$ cat config.mk
export PLATFORM = sky130hd
export DESIGN_NAME = avalon_line_master
export DESIGN_NICKNAME = d
export VERILOG_FILES = /design/src/rtl/avalon_line_master.sv
export SDC_FILE = /design/constraint.sdc
export NUM_CORES = 2
export LEC_CHECK = 0
export CORE_AREA = 10 10 447 449
export CTS_BUF_LIST = sky130_fd_sc_hd__clkbuf_4
export DETAILED_ROUTE_END_ITERATION = 16
export DIE_AREA = 0 0 457 459
export HOLD_SLACK_MARGIN = 0.15
export PLACE_DENSITY = 0.53
export SETUP_SLACK_MARGIN = 0.02
export SYNTH_ARGS = -nofsm -noshare
export SYNTH_HDL_FRONTEND = slang
export SYNTH_SLANG_ARGS = --single-unit
$ cat constraint.sdc
create_clock -name clk -period 18.9 [get_ports clk]
set_clock_uncertainty 0.2 [all_clocks]
set_input_delay 1.89 -clock clk [delete_from_list [all_inputs] [get_ports clk]]
set_output_delay 1.89 -clock clk [all_outputs]
set_load 0.02 [all_outputs]
$ cat src/rtl/avalon_line_master.sv
// avalon_line_master: Avalon-MM burst master bridging a cache-line request/response
// port to the system interconnect. Single-word or full-line requests become Avalon
// read/write bursts; read beats are gathered into one line-wide response.
// Optional feature macro: WRITE_ACK_EN -- when defined, each completed write returns
// a response (resp_valid with resp_data = 0) to the CPU port.
module avalon_line_master #(
  parameter int BUS_DW = 32,
  parameter int LINE_W = 512,
  parameter int ADDR_W = 30,
  localparam int BEATS = LINE_W / BUS_DW,
  localparam int BC_W  = $clog2(BEATS) + 1,
  localparam int BE_W  = BUS_DW / 8
) (
  input  logic              clk,
  input  logic              rst,
  input  logic              req_valid,
  output logic              req_ready,
  input  logic [BE_W-1:0]   req_byte_strobe,
  input  logic              req_line_en,
  input  logic [ADDR_W-1:0] req_addr,
  input  logic [LINE_W-1:0] req_data,
  output logic              resp_valid,
  input  logic              resp_ready,
  output logic [LINE_W-1:0] resp_data,
  input  logic              m_waitrequest,
  input  logic [BUS_DW-1:0] m_readdata,
  input  logic              m_readdatavalid,
  output logic [BC_W-1:0]   m_burstcount,
  output logic [BUS_DW-1:0] m_writedata,
  output logic [ADDR_W-1:0] m_address,
  output logic              m_write,
  output logic              m_read,
  output logic [BE_W-1:0]   m_byteenable
);

  localparam logic [2:0] IDLE     = 3'd0;
  localparam logic [2:0] RD_CMD   = 3'd1;
  localparam logic [2:0] RD_DATA  = 3'd2;
  localparam logic [2:0] WR_BURST = 3'd3;
  localparam logic [2:0] RESP     = 3'd4;

  localparam logic [BC_W-1:0]   ONE       = BC_W'(1);
  localparam logic [BC_W-1:0]   BC_LINE   = BC_W'(BEATS);
  localparam logic [ADDR_W-1:0] LINE_MASK = ADDR_W'(BEATS - 1);

  logic [2:0]        state;
  logic [BC_W-1:0]   beat_cnt;
  logic [BC_W-1:0]   burst_len;
  logic [LINE_W-1:0] wdata;
  logic              accept;
  logic              wr_adv;
  logic              last_beat;

  assign req_ready = (state == IDLE);
  assign accept    = req_valid && (state == IDLE);
  assign wr_adv    = (state == WR_BURST) && !m_waitrequest;
  assign last_beat = (beat_cnt == burst_len - ONE);

  // Write-data holding register: remaining beats, shifted down as each beat is taken
  always_ff @(posedge clk) begin
    if (accept) begin
      wdata <= req_data >> BUS_DW;
    end else if (wr_adv) begin
      wdata <= wdata >> BUS_DW;
    end
  end

  // Control FSM and registered Avalon / response outputs
  always_ff @(posedge clk or posedge rst) begin
    if (rst) begin
      state        <= IDLE;
      m_read       <= 1'b0;
      m_write      <= 1'b0;
      m_address    <= '0;
      m_burstcount <= '0;
      m_writedata  <= '0;
      m_byteenable <= '0;
      resp_valid   <= 1'b0;
      resp_data    <= '0;
      beat_cnt     <= '0;
      burst_len    <= '0;
    end else begin
      case (state)
        IDLE: begin
          if (req_valid) begin
            beat_cnt     <= '0;
            burst_len    <= req_line_en ? BC_LINE : ONE;
            m_burstcount <= req_line_en ? BC_LINE : ONE;
            // Line bursts always start on a line boundary
            m_address    <= req_line_en ? (req_addr & ~LINE_MASK) : req_addr;
            if (req_byte_strobe == '0) begin
              state        <= RD_CMD;
              m_read       <= 1'b1;
              m_byteenable <= '1;
              resp_data    <= '0;
            end else begin
              state        <= WR_BURST;
              m_write      <= 1'b1;
              m_writedata  <= req_data[BUS_DW-1:0];
              m_byteenable <= req_line_en ? {BE_W{1'b1}} : req_byte_strobe;
            end
          end
        end
        RD_CMD, RD_DATA: begin
          if (state == RD_CMD && !m_waitrequest) begin
            m_read <= 1'b0;
            state  <= RD_DATA;
          end
          // Beats may arrive while the command is still being presented; count them too
          if (m_readdatavalid) begin
            resp_data[int'(beat_cnt) * BUS_DW +: BUS_DW] <= m_readdata;
            beat_cnt <= beat_cnt + ONE;
            if (last_beat) begin
              m_read     <= 1'b0;
              state      <= RESP;
              resp_valid <= 1'b1;
            end
          end
        end
        WR_BURST: begin
          if (!m_waitrequest) begin
            if (last_beat) begin
              m_write <= 1'b0;
`ifdef WRITE_ACK_EN
              state      <= RESP;
              resp_valid <= 1'b1;
              resp_data  <= '0;
`else
              state      <= IDLE;
`endif
            end else begin
              beat_cnt    <= beat_cnt + ONE;
              m_writedata <= wdata[BUS_DW-1:0];
            end
          end
        end
        RESP: begin
          if (resp_ready) begin
            resp_valid <= 1'b0;
            state      <= IDLE;
          end
        end
        default: state <= IDLE;
      endcase
    end
  end

endmodule

==> key figures <==
Logic synthesis
  – Simple-gate share of the synthesized area: 0.175
  – Mean Syn Cell Area: between 10 and 15 sq um
  – Post-synthesis mux area share: 0.0176
  – Synth top cells by count: nand2_1 (1657), dfrtp_1 (591), edfxtp_1 (480), o2bb2ai_1 (288), clkbuf_1 (156)
  – FFs w/ async S/R, synth: 0.552
  – Count leader, synth: nand2_1
  – Xor/xnor cell area share of the yosys netlist: 0.000983
  – Share of the synthesized area in the top cell type: 0.332
  – Yosys warns: 0
  – Synth Cell Area: 44600 sq um
  – Compound-cell area share of the yosys netlist: 0.119
  – Cell taking the most area after synthesis: dfrtp_1
  – Synth top area cells: dfrtp_1 (33%), edfxtp_1 (32%), nand2_1 (14%)
  – Flops & latches, synth: 1071
  – Synth Area in Adders: 0.000842
  – Sequential area share after synthesis: 0.655
  – Synth Flop Type: dfrtp_1
  – Post-Syn Instances: approximately 4k
  – Library cells used by synthesis: between 50 and 60
  – Post-synth EDFFs: 480
  – Largest family of logic cells by synthesized area: simple AND/OR/NAND/NOR gates

Routing
  – Routed Antenna Nets: 0
  – DRC: 0
  – Routed len/inst: approximately 26 um
  – Via count: 37.8k
  – Detailed Routing Iterations Pass 1: 5
  – Iteration-0 DRC Markers: 3176
  – Routed WL: between 200000 and 250000 um
  – DR vias/cell: between 4 and 5

Timing
  – Total Neg Setup Slack: 0 ns
  – RSZ-0062 raised after global routing: no
  – Slew margin rel.: 0.172
  – Min Tclk post-route: just under 6 ns
  – Final Hold Vio Count: 0
  – Pins over their slew limit: 0
  – Worst Tran Pin Value: approximately 1.2 ns
  – Highest clock rate: 0.173 GHz
  – Post-route clock period utilization: 0.306
  – Endpoints failing setup: 0

Layout
  – Layout Utilization: 0.329
  – Nets: 5850
  – Layout cell share with drive strength beyond 1: 0.123
  – Area delta synth->final: 40.9%
  – Fillers: between 15k and 20k
  – Post-Layout Cell Count: roughly 8.0k
  – Design area: 62800 sq um

Pwr
  – P_int: a little over 6 mW
  – Clock power frac: 0.207
  – NetSw: 4.57 mW
  – Sw frac: 0.424
  – Peak supply drop: roughly 0.14 mV
  – Combinational power share: 0.425
  – Sequential power share: 0.368
  – Leakage Power: ~26 nW
  – Cell area power density: approximately 170 nW/um^2

CTS
  – Clock Sinks: approximately 1.1k
  – Root buf cell: clkbuf_4
  – CTS H-tree lvls: 5
  – Clock transition at the registers of the reported paths: 0.07 ns
  – Hold Buf Count CTS: 0
  – Max clock buf depth: 4
  – Total CTS buffers: 320
  – Post-CTS setup buffer count: 0
  – Post-CTS sizing: 0
  – Clk_lat worst skew: between 1 and 1.5 ns
  – CTS tree: done

Global route
  – Vias in the first global route: between 30k and 40k
  – Largest net degree at the start of global routing: 200
  – Gr ovfl total: 0
  – Initial antenna violation count: 56
  – First-pass GRT wire length: 292000 um
  – Total GRT Usage: 0.191

Place
  – # port buffers: between 1k and 1.5k
  – Placed standard-cell area: 58800 sq um
  – GPL Wtd Cong: a little under 0.9
  – Post-DP HPWL: between 100000 and 150000 um
  – Dpl cells: 7466

Critical path
  – CP Class: register to register
  – CP max FO: between 70 and 80
  – Worst EP required: between 15 and 20 ns
  – Register-to-register setup slack: roughly 13 ns
  – Worst Setup End Kind: register
  – Worst Path Arrival: about 6.4 ns
  – Worst Setup Start Kind: register

Die
  – Die footprint: 210000 sq um
  – Floorplan core area: approximately 190000 sq um
  – Die X: between 400 and 500 um
  – Die Height: approximately 460 um
  – Initial core utilization: 0.233
  – Num rows: 161
  – Ports: ~1.2k

Outcome
  – Outcome: finished, final reports clean

Flow run
  – Max-Cap Viols: 0

Min path
  – Hold WC Path Type: register to register
[metrics by stage]
stage                     setup WS (ns)  total power, mW  hold WS (ns)
after global placement            11.98             8.56         0.256
after global routing              12.61             11.4         0.199
after floorplan                   0.270             6.69         0.291
after CTS                         12.97             10.9         0.185
after detailed placement          11.94             8.61         0.260
final                             13.11             10.8         0.223
[state kept, by name, summed over array words and instances (netlist names)]
register / cells
m_write: 1
resp_valid: 1
state: 3
wdata: 480
m_read: 1
m_writedata: 32
beat_cnt: 5
burst_len: 2
resp_data: 512
m_address: 30
m_byteenable: 4
[cells by family (layout without fill, tap and decap cells)]
family / count (synthesis) / after routing
buffers and inverters: 314 / 1789
xor gates and xnor gates: 5 / 5
DFF: 1071 / 1071
adders and majority gates: 3 / 3
muxes: 70 / 70
AOI/OAI and AO/OA: 618 / 618
and+or+nand+nor: 1923 / 1923
other: 1 / 40
[cells in the final DEF, fill, tap and decap left out, types with 4 or more instances in the layout]
cell type,netlist,routed
nand2_1,1657,1648
nand2_4,0,4
buf_12,0,5
a32o_1,34,33
clkinv_1,0,55
a21o_1,8,7
nor3_1,5,5
o2bb2ai_1,288,288
nor2_4,1,5
o21ai_0,7,7
nand2_2,0,5
o211ai_1,129,129
a21oi_1,8,7
o211ai_4,0,6
and3_1,37,34
nand2b_1,9,8
clkdlybuf4s50_1,0,1167
clkinv_2,0,11
nand3_1,99,98
buf_4,8,68
nand3b_1,5,5
mux2_2,67,67
a32oi_1,64,64
diode_2,0,37
inv_1,5,4
edfxtp_1,480,480
and2_1,38,36
nor2_1,16,14
nand4_1,37,37
clkbuf_4,0,467
dfrtp_1,591,591
nor2b_1,5,5
a22o_1,64,64
[worst paths after layout]
| kind | start | to | cells after the start |
|---|---|---|---|
| max | state[1] | wdata[343] | 7 |
| min | wdata[38] | wdata[6] | 2 |
| max reg2reg | state[1] | wdata[343] | 7 |
| min reg2reg | wdata[38] | wdata[6] | 2 |
| max in group asynchronous | rst | resp_data[368] | 6 |
| min in group asynchronous | rst | m_write | 2 |
[power by group through the flow]
| stage | combinational [mW] | clock (mW) | sequential, mW |
|---|---|---|---|
| detailed placement | 4.62 | 0 | 3.99 |
| global placement | 4.57 | 0 | 3.99 |
| floorplan | 2.15 | 0 | 4.54 |
| CTS | 4.63 | 2.31 | 3.96 |
| finish | 4.59 | 2.24 | 3.97 |
| global route | 4.94 | 2.43 | 4.04 |
[per-layer routing]
metal	up-vias	routed length [um]	track usage
met5	-	195	0
met4	30	7010	0.0756
met3	357	21600	0.0771
met2	1912	93200	0.289
met1	18707	87600	0.242
li1	16815	-	-
[layout make-up]
| class | count | area (sq um) | share of cell area |
|---|---|---|---|
| sequential | 1071 | 29200 | 0.465 |
| inverter | 6 | 30.0 | 0.000478 |
| clock inverter | 75 | 390 | 0.00622 |
| tap | 2526 | 3160 | 0.0503 |
| clock buffer | 467 | 3510 | 0.0558 |
| multi-input combinational | 2622 | 14100 | 0.225 |
| timing repair buffer | 1241 | 12300 | 0.196 |
| antenna | 37 | 92.6 | 0.00147 |
[worst max-delay path, cell delays in order (launching register included)]
cell     delay (ns)
dfrtp_1        0.55
nor3_4         0.18
buf_4          0.39
nand2_4        0.47
nand2_4        0.85
buf_4          0.80
buf_4          0.89
buf_4          0.72
(Power assumes the default switching activity.)
